`src/rtl/adder16_arbiter_pkg.sv`:
```
// Shared definitions for the two-requester Adder16 arbiter: FSM state
// encoding, requester indices and the grant-selection helper.
package adder16_arbiter_pkg;

    localparam int WIDTH = 16;

    // Requester indices; the grant and last-served registers hold one of these.
    localparam logic REQ0 = 1'b0;
    localparam logic REQ1 = 1'b1;

    typedef enum logic [1:0] {
        IDLE = 2'd0,
        EXEC = 2'd1,
        DONE = 2'd2
    } state_t;

    // Pick the requester to serve. A lone request always wins. On a tie,
    // round-robin serves whoever was not served last; fixed priority
    // always serves requester 0.
    function automatic logic pick(input logic rr_en,
                                  input logic req0,
                                  input logic req1,
                                  input logic last);
        if (req0 && req1) begin
            return rr_en ? ~last : REQ0;
        end
        return req1 ? REQ1 : REQ0;
    endfunction

endpackage

```
`src/rtl/adder16.sv`:
```
// Adder16: plain combinational 16-bit adder, carry discarded.
module adder16 (
    input  logic [15:0] op1,
    input  logic [15:0] op2,
    output logic [15:0] sum
);

    assign sum = op1 + op2;

endmodule

```
`src/rtl/adder16_arbiter.sv`:
```
// Shares one Adder16 between two requesters. A request is sampled in IDLE,
// operands are captured with an ack pulse, the sum is registered in EXEC,
// and DONE pulses the done strobe of the granted requester. One operation
// is in flight at a time.
module adder16_arbiter
    import adder16_arbiter_pkg::*;
#(
    parameter bit RR_EN = 1'b1
) (
    input  logic             clk,
    input  logic             rst,
    input  logic             req0,
    input  logic [WIDTH-1:0] a0,
    input  logic [WIDTH-1:0] b0,
    input  logic             req1,
    input  logic [WIDTH-1:0] a1,
    input  logic [WIDTH-1:0] b1,
    output logic             ack0,
    output logic             ack1,
    output logic             done0,
    output logic             done1,
    output logic [WIDTH-1:0] res,
    output logic             busy
);

    state_t           state;
    logic [WIDTH-1:0] op_a;
    logic [WIDTH-1:0] op_b;
    logic             gnt;
    logic             last;
    logic             sel;
    logic [WIDTH-1:0] sum;

    // Grant candidate for the current IDLE cycle.
    always_comb begin
        // NOTE: give every always_comb output a value on every path, or synthesis infers a latch.
        sel = REQ0;
        sel = pick(RR_EN, req0, req1, last);
    end

    // The single shared adder works on the captured operands only.
    adder16 u_adder (
        .op1 (op_a),
        .op2 (op_b),
        .sum (sum)
    );

    // Arbitration FSM with registered handshake outputs and result.
    always_ff @(posedge clk) begin
        // NOTE: sequential state uses non-blocking (<=) so every register samples pre-edge values.
        if (rst) begin
            state <= IDLE;
            op_a  <= '0;
            op_b  <= '0;
            gnt   <= REQ0;
            last  <= REQ1;
            ack0  <= 1'b0;
            ack1  <= 1'b0;
            done0 <= 1'b0;
            done1 <= 1'b0;
            res   <= '0;
            busy  <= 1'b0;
        end else begin
            // Handshake strobes are single-cycle pulses unless set below.
            ack0  <= 1'b0;
            ack1  <= 1'b0;
            done0 <= 1'b0;
            done1 <= 1'b0;
            case (state)
                IDLE: begin
                    if (req0 || req1) begin
                        gnt   <= sel;
                        last  <= sel;
                        op_a  <= (sel == REQ1) ? a1 : a0;
                        op_b  <= (sel == REQ1) ? b1 : b0;
                        ack0  <= (sel == REQ0);
                        ack1  <= (sel == REQ1);
                        busy  <= 1'b1;
                        state <= EXEC;
                    end
                end
                EXEC: begin
                    res   <= sum;
                    done0 <= (gnt == REQ0);
                    done1 <= (gnt == REQ1);
                    state <= DONE;
                end
                DONE: begin
                    busy  <= 1'b0;
                    state <= IDLE;
                end
                default: begin
                    busy  <= 1'b0;
                    state <= IDLE;
                end
            endcase
        end
    end

endmodule

```
`config.mk`:
```
export PLATFORM = sky130hd
export DESIGN_NAME = adder16_arbiter
export DESIGN_NICKNAME = d
export VERILOG_FILES = /design/src/rtl/adder16_arbiter_pkg.sv /design/src/rtl/adder16.sv /design/src/rtl/adder16_arbiter.sv
export SDC_FILE = /design/constraint.sdc
export NUM_CORES = 1
export LEC_CHECK = 0
export ABC_AREA = 1
export BUFFER_PORTS_ARGS = -buffer_cell sky130_fd_sc_hd__buf_2
export CAP_MARGIN = 15
export CORE_MARGIN = 3
export CORE_UTILIZATION = 53
export DETAILED_ROUTE_END_ITERATION = 6
export PLACE_DENSITY = 0.82
export RECOVER_POWER = 100
export SETUP_SLACK_MARGIN = 0.15
export SYNTH_ARGS = -nofsm -noshare
export SYNTH_HDL_FRONTEND = slang
export SYNTH_SLANG_ARGS = --single-unit
```
`constraint.sdc`:
```
create_clock -name clk -period 2.45 [get_ports clk]
set_clock_uncertainty 0.15 [all_clocks]
set_input_delay 0.245 -clock clk [delete_from_list [all_inputs] [get_ports clk]]
set_output_delay 0.245 -clock clk [all_outputs]
set_load 0.03 [all_outputs]
```
==> results of run 1 <==
-- state kept, by name (all words and copies together), names as in the netlist --
register and count:
ack0 1, op_b 16, last 1, busy 1, res 16, gnt 1
done1 1, state 2, done0 1, op_a 16, ack1 1
-- path summary, 6_finish.rpt --
kind / startpoint / to / slack, ns
worst max-delay path: last / op_b[3] / 0.34
worst min-delay path: a0[11] / op_a[11] / 0.02
worst max register to register: last / op_b[3] / 0.34
worst min register to register: gnt / done0 / 0.30
-- cells by family (layout without fill, tap and decap cells) --
kind of cell             Yosys count  count (layout)  share of synthesized area [%]
XOR/XNOR                           6               6                          1.607
flip-flops                        57              57                          34.89
AND/OR/NAND/NOR                  243             243                          30.57
adder cells (fa/ha/maj)           16              16                          6.350
buffers and inverters            104             191                          13.39
AO/OA/AOI/OAI                     69              69                          13.20
-- critical path, stage by stage, from the launching register on --
cell and delay (ns):
dfxtp_1 0.31, nand2_1 0.05, nand2_1 0.28, inv_1 0.82
nand2_1 0.11, nand3_1 0.13, o211ai_1 0.10, inv_1 0.08
-- per-layer routing --
layer  part of all wire (%)  vias up  track usage, %
met5                      0        -               0
met4                    2.7        0           7.914
met3                    5.7       17           5.888
met2                     42       80           34.16
met1                     50     1353           29.20
li1                       -     1732               -
-- power groups by stage --
stage | combinational (mW) | clock, mW | sequential, mW
detailed placement | 0.734 | 0 | 1.11
floorplan | 0.488 | 0 | 1.16
CTS | 0.739 | 0.803 | 1.09
global route | 0.821 | 0.856 | 1.11
finish | 0.723 | 0.794 | 1.09
global placement | 0.722 | 0 | 1.11
-- final cells by class --
type,instances,area (um2)
inverter,83,311.5
clock inverter,6,42.54
multi-input combinational,334,1672
tap,72,90.09
timing repair buffer,92,456.7
clock buffer,10,137.6
sequential,57,1141
fill,553,1892
-- placed cells by master, fill, tap and decap left out, drive strengths merged --
cell type / count
fa: 1
dfxtp: 57
clkinv: 3
buf: 71
nand2: 153
o21ai: 23
nor3: 3
ha: 15
xnor2: 2
o221ai: 1
nor2: 45
clkbuf: 31
nand3: 41
o31ai: 1
clkinvlp: 2
xor2: 4
o211ai: 21
a31oi: 13
a21oi: 10
inv: 84
nand4: 1
==> metrics.yaml, run 1 <==
antenna_cells: 0
post_cts_resized: 0
rows: 27
critPathCaptureType: "flip-flop"
cp_max_fo: 34
wire_length_of_the_first_global_routing_pass_mm: 12.92
post_synth_num_cell_types: 27
pre_cts_slack_ns: 0.5510
grt_pass1_vias: 2942
dr_total_vias: 3182
num-nets-final: 661
power_per_cell_area_mw_per_mm2: 677.8
critical_path_data_arrival_time_ns: 2.25
run_status: "completed"
number_of_buffers_inserted_by_post_cts_setup_repair: 0
r2r_cells: 7
least_setup_slack_across_all_paths_after_layout_ns: 0.3380
synth.ff_latch_count: 57
p_leak_nw: 2.142
worstHoldPathType: "primary input to flip-flop"
floorplan.initialDensity_pct: 56.95
synth_area_per_cell_um2: 6.607
peakVddDrop_v: 0.0003531
synth_most_common_cell: "nand2_1"
synth-main-ff-cell: "dfxtp_1"
synth_seq_area_share_pct: 34.89
asyncSetResetFlopFracSynth_pct: 0
totalNegativeSetupSlack_ns: 0
setup_repair_after_global_routing_missed_its_margin: "no"
worst_slew_margin_rel_pct: 35.77
clk_latency_ns: 0.34
final_hold_viol_count: 0
post-synth-top-area-cell: "dfxtp_1"
finish.utilization_pct: 67.06
grt.overflow.total: 0
criticalPathCategory: "flip-flop to flip-flop"
p_clk_share_pct: 30.4
seqPwrFrac_pct: 41.9
setup_viols_final: 0
drt.antenna.violating_nets: 0
port_bufs: 88
whs_path_depth: 3
drt_drc_violations_left: 0
maxCapViolations: 0
cellInternalPower_mw: 1.683
syn_nets: 579
dpl-instance-area_mm2: 0.003717
synth.area.top_cells: "dfxtp_1 (35%), nand2_1 (17%), inv_1 (9.0%)"
post_route_cells_drive_above_1_share_pct: 16.32
worst_setup_path_start_kind: "flip-flop"
grt_start_max_net_pins: 54
numCtsBuffers: 9
final-max-slew-violation-count: 0
routed_wirelength_mm: 7.574
final_period_minus_worst_setup_slack_ns: 2.112
die-area_mm2: 0.007150
length_of_the_first_detailed_routing_pass_in_iterations: 5
final.period_utilization_pct: 86.21
clock.fmax_mhz: 473.5
synth_top_cell_area_share_pct: 34.89
cts.sinks: 57
antenna_found_initial: 0
globalplace.congestion: 0.8452
wl_per_cell_um: 11.58
syn_area_mm2: 0.003271
final.hold.worst_slack_ns: 0.01538
place.detailed.instances: 638
p_sw_share_pct: 35.51
cts-root-buf: "clkbuf_8"
design.core.area_mm2: 0.005743
ys_top_cells_by_count: "nand2_1 (152), inv_1 (78), dfxtp_1 (57)"
p_sw_mw: 0.9270
clk_transition_reported_paths_ns: 0.07
drt-vias-per-instance: 4.865
design_power_total_mw: 2.610
h-tree-depth: 3
detailedRoute.firstIterationViolations: 154
tritoncts: "done"
flow.area_growth_from_synthesis_pct: 17.75
hold_buf_count_cts: 0
post-dp-hpwl_mm: 5.811
layoutNonFillerInstCount: 654
grt_util_all_layers_pct: 21.94
synth.yosys.warnings: 0
cts_max_path_buffers: 2
max_slew.worst_pin.slew_ns: 0.9624
worstPathRequired_ns: 2.58
comb_power_share_pct: 27.7
fp.dieW_um: 84.56
syn-instance-count: 495
die-height_um: 84.56
final_design_area_no_fill_mm2: 0.003851
synth-edff-count: 0
io-pin-count: 89
Note: power is estimated with default switching activity, not from simulation.
==> run 2, diff against run 1 <==
clock period = 1.98 ns   (was 2.45 ns; I/O delays follow)
==> run 2 against run 1 <==
Utilization increased by 6.8 points; wire length increased by 14%; critical path type unchanged; first-iteration DRC count decreased by 3.9%; sequential cell count unchanged; critical endpoint is now res[14]; sequential power increased by 26%.
==> metrics.yaml, run 2 (synthesized netlist as in run 1, its figures left out) <==
run_status: "completed"  # unchanged
most_common_library_cell_in_the_layout_ignoring_fill_and_taps: "nand2_1"  # unchanged
peakVddDrop_v: 0.0004773  # was 0.0003531 V
grt_start_max_net_pins: 55  # was 54
most-common-layout-cells: "nand2_1 (149), inv_1 (79), buf_2 (67), dfxtp_1 (55), nor2_1 (45)"  # was nand2_1 (153), inv_1 (80), buf_2 (67), dfxtp_1 (57), nor2_1 (44)
worstPathRequired_ns: 2.10  # was 2.58 ns
routed_wirelength_mm: 8.599  # was 7.574 mm
final.period_utilization_pct: 91.22  # was 86.21%
rows: 27  # unchanged
regToRegEndpoint: "res[14]"  # was op_b[3]
drt-vias-per-instance: 5.009  # was 4.865
dr_total_vias: 3396  # was 3,182
die-area_mm2: 0.007150  # unchanged
drt_drc_violations_left: 0  # unchanged
grt_pass1_vias: 3093  # was 2,942
grt.overflow.total: 0  # unchanged
biggestRegsByFlops: "op_a (16), op_b (16), res (16)"  # unchanged
antenna_cells: 0  # unchanged
critPathCaptureType: "flip-flop"  # unchanged
port_bufs: 88  # unchanged
worst_slew_margin_rel_pct: 64.56  # was 35.77%
post-dp-hpwl_mm: 5.753  # was 5.811 mm
startpoint_of_the_lowest_slack_register_to_register_path: "op_a[0]"  # was last
pre_cts_slack_ns: 0.07798  # was 0.5510 ns
globalplace.congestion: 0.8559  # was 0.8452
p_sw_share_pct: 34.22  # was 35.51%
h-tree-depth: 3  # unchanged
comb_power_share_pct: 30.6  # was 27.7%
criticalPathCategory: "flip-flop to flip-flop"  # unchanged
cellInternalPower_mw: 2.189  # was 1.683 mW
r2r_setup_slack_ns: 0.17  # was 0.34 ns
cts-root-buf: "clkbuf_8"  # unchanged
post_route_cells_drive_above_1_share_pct: 18.98  # was 16.32%
clock.fmax_mhz: 553.7  # was 473.5 MHz
fp.dieW_um: 84.56  # unchanged
setup_viols_final: 0  # unchanged
design_power_total_mw: 3.328  # was 2.610 mW
flow.area_growth_from_synthesis_pct: 29.72  # was 17.75%
worstHoldPathType: "primary input to flip-flop"  # unchanged
cts.sinks: 57  # unchanged
power_per_cell_area_mw_per_mm2: 784.4  # was 677.8 mW/mm2
p_clk_share_pct: 28.1  # was 30.4%
cp_max_fo: 3  # was 34
floorplan.initialDensity_pct: 56.95  # unchanged
final-max-slew-violation-count: 0  # unchanged
seqPwrFrac_pct: 41.3  # was 41.9%
p_leak_nw: 2.233  # was 2.142 nW
wl_per_cell_um: 12.68  # was 11.58 um
p_sw_mw: 1.139  # was 0.9270 mW
length_of_the_first_detailed_routing_pass_in_iterations: 4  # was 5
die-height_um: 84.56  # unchanged
antenna_found_initial: 0  # unchanged
cts_max_path_buffers: 2  # unchanged
critical_path.startpoint: "op_a[0]"  # was last
detailedRoute.firstIterationViolations: 148  # was 154
clk_transition_reported_paths_ns: 0.06  # was 0.07 ns
final_hold_viol_count: 0  # unchanged
grt_util_all_layers_pct: 23.68  # was 21.94%
clk_latency_ns: 0.33  # was 0.34 ns
num-nets-final: 687  # was 661
drt.antenna.violating_nets: 0  # unchanged
endpoint: "res[14]"  # was op_b[3]
numCtsBuffers: 9  # unchanged
totalNegativeSetupSlack_ns: 0  # unchanged
least_setup_slack_across_all_paths_after_layout_ns: 0.1739  # was 0.3380 ns
finish.utilization_pct: 73.88  # was 67.06%
max_slew.worst_pin.slew_ns: 0.5308  # was 0.9624 ns
worst_setup_path_start_kind: "flip-flop"  # unchanged
design.core.area_mm2: 0.005743  # unchanged
tritoncts: "done"  # unchanged
critical_path_data_arrival_time_ns: 1.93  # was 2.25 ns
setup_repair_after_global_routing_missed_its_margin: "yes"  # was no
io-pin-count: 89  # unchanged
wire_length_of_the_first_global_routing_pass_mm: 13.89  # was 12.92 mm
r2r_cells: 11  # was 7
final_period_minus_worst_setup_slack_ns: 1.806  # was 2.112 ns
maxCapViolations: 0  # unchanged
-- run 2: cell types whose count changed in the layout (fill, tap and decap cells not counted), sizes merged --
cell,delta
buf,+2
clkbuf,+1
inv,-3
clkinvlp,-1
dlygate4sd3,+24
clkinv,+1
-- run 2: how the worst min path moves through the flow --
| stage | startpoint | end | slack (ns) | cells past startpoint |
|---|---|---|---|---|
| floorplan | a0[10] | op_a[10] | 0.21 | 2 |
| global placement | gnt | done0 | 0.28 | 1 |
| detailed placement | gnt | done1 | 0.29 | 2 |
| CTS | req0 | gnt | 0.03 | 4 |
| global route | b1[2] | op_b[2] | 0.07 | 5 |
| finish | b1[2] | op_b[2] | 0.05 | 5 |
-- run 2: power by group through the flow --
stage / Sequential (mW) / Combinational, mW / Clock [mW]
after global routing: 1.39 / 1.14 / 1.00
after global placement: 1.37 / 0.895 / 0
after floorplan: 1.44 / 0.604 / 0
final: 1.37 / 1.02 / 0.936
after detailed placement: 1.37 / 0.913 / 0
after CTS: 1.35 / 0.956 / 0.950
-- run 2: layout make-up --
class | count | area [um2]
multi-input combinational | 334 | 1817
fill | 481 | 1500
sequential | 57 | 1144
timing repair buffer | 118 | 711.9
inverter | 83 | 311.5
clock buffer | 11 | 151.4
tap | 72 | 90.09
clock inverter | 3 | 17.52
-- run 2: stage by stage --
stage	cells	instance area, um2	hold WS, ns
after CTS	676	4131	0.03365
final	678	4243	0.04513
after global routing	678	4243	0.06582
after floorplan	495	3271	0.2075
after detailed placement	638	3717	0.2873
after global placement	638	3717	0.2789
-- run 2: what timing repair did --
item,4_1_cts,5_1_grt
endpoints found under the setup margin,4,9
gates resized for setup,2,26
endpoints found under the hold margin,12,0
pin swaps,0,3
hold buffers,24,0
setup buffers,0,2
-- run 2: routing by layer --
| layer | global-route usage [%] | up-vias | wire, um |
|---|---|---|---|
| li1 | - | 1775 | - |
| met1 | 31.45 | 1498 | 3824 |
| met2 | 38.65 | 110 | 4087 |
| met3 | 4.514 | 13 | 537 |
| met4 | 7.770 | 0 | 150 |
| met5 | 0 | - | 0 |
-- run 2: critical path: stages (launching register included) --
cell	delay [ns]
dfxtp_1	0.34
ha_4	0.18
fa_2	0.37
nand2_2	0.09
nand3_2	0.06
nand3_2	0.07
nand2_1	0.11
nand2_1	0.12
nand3_1	0.08
nand2_1	0.06
nor2_1	0.04
nor2_1	0.07
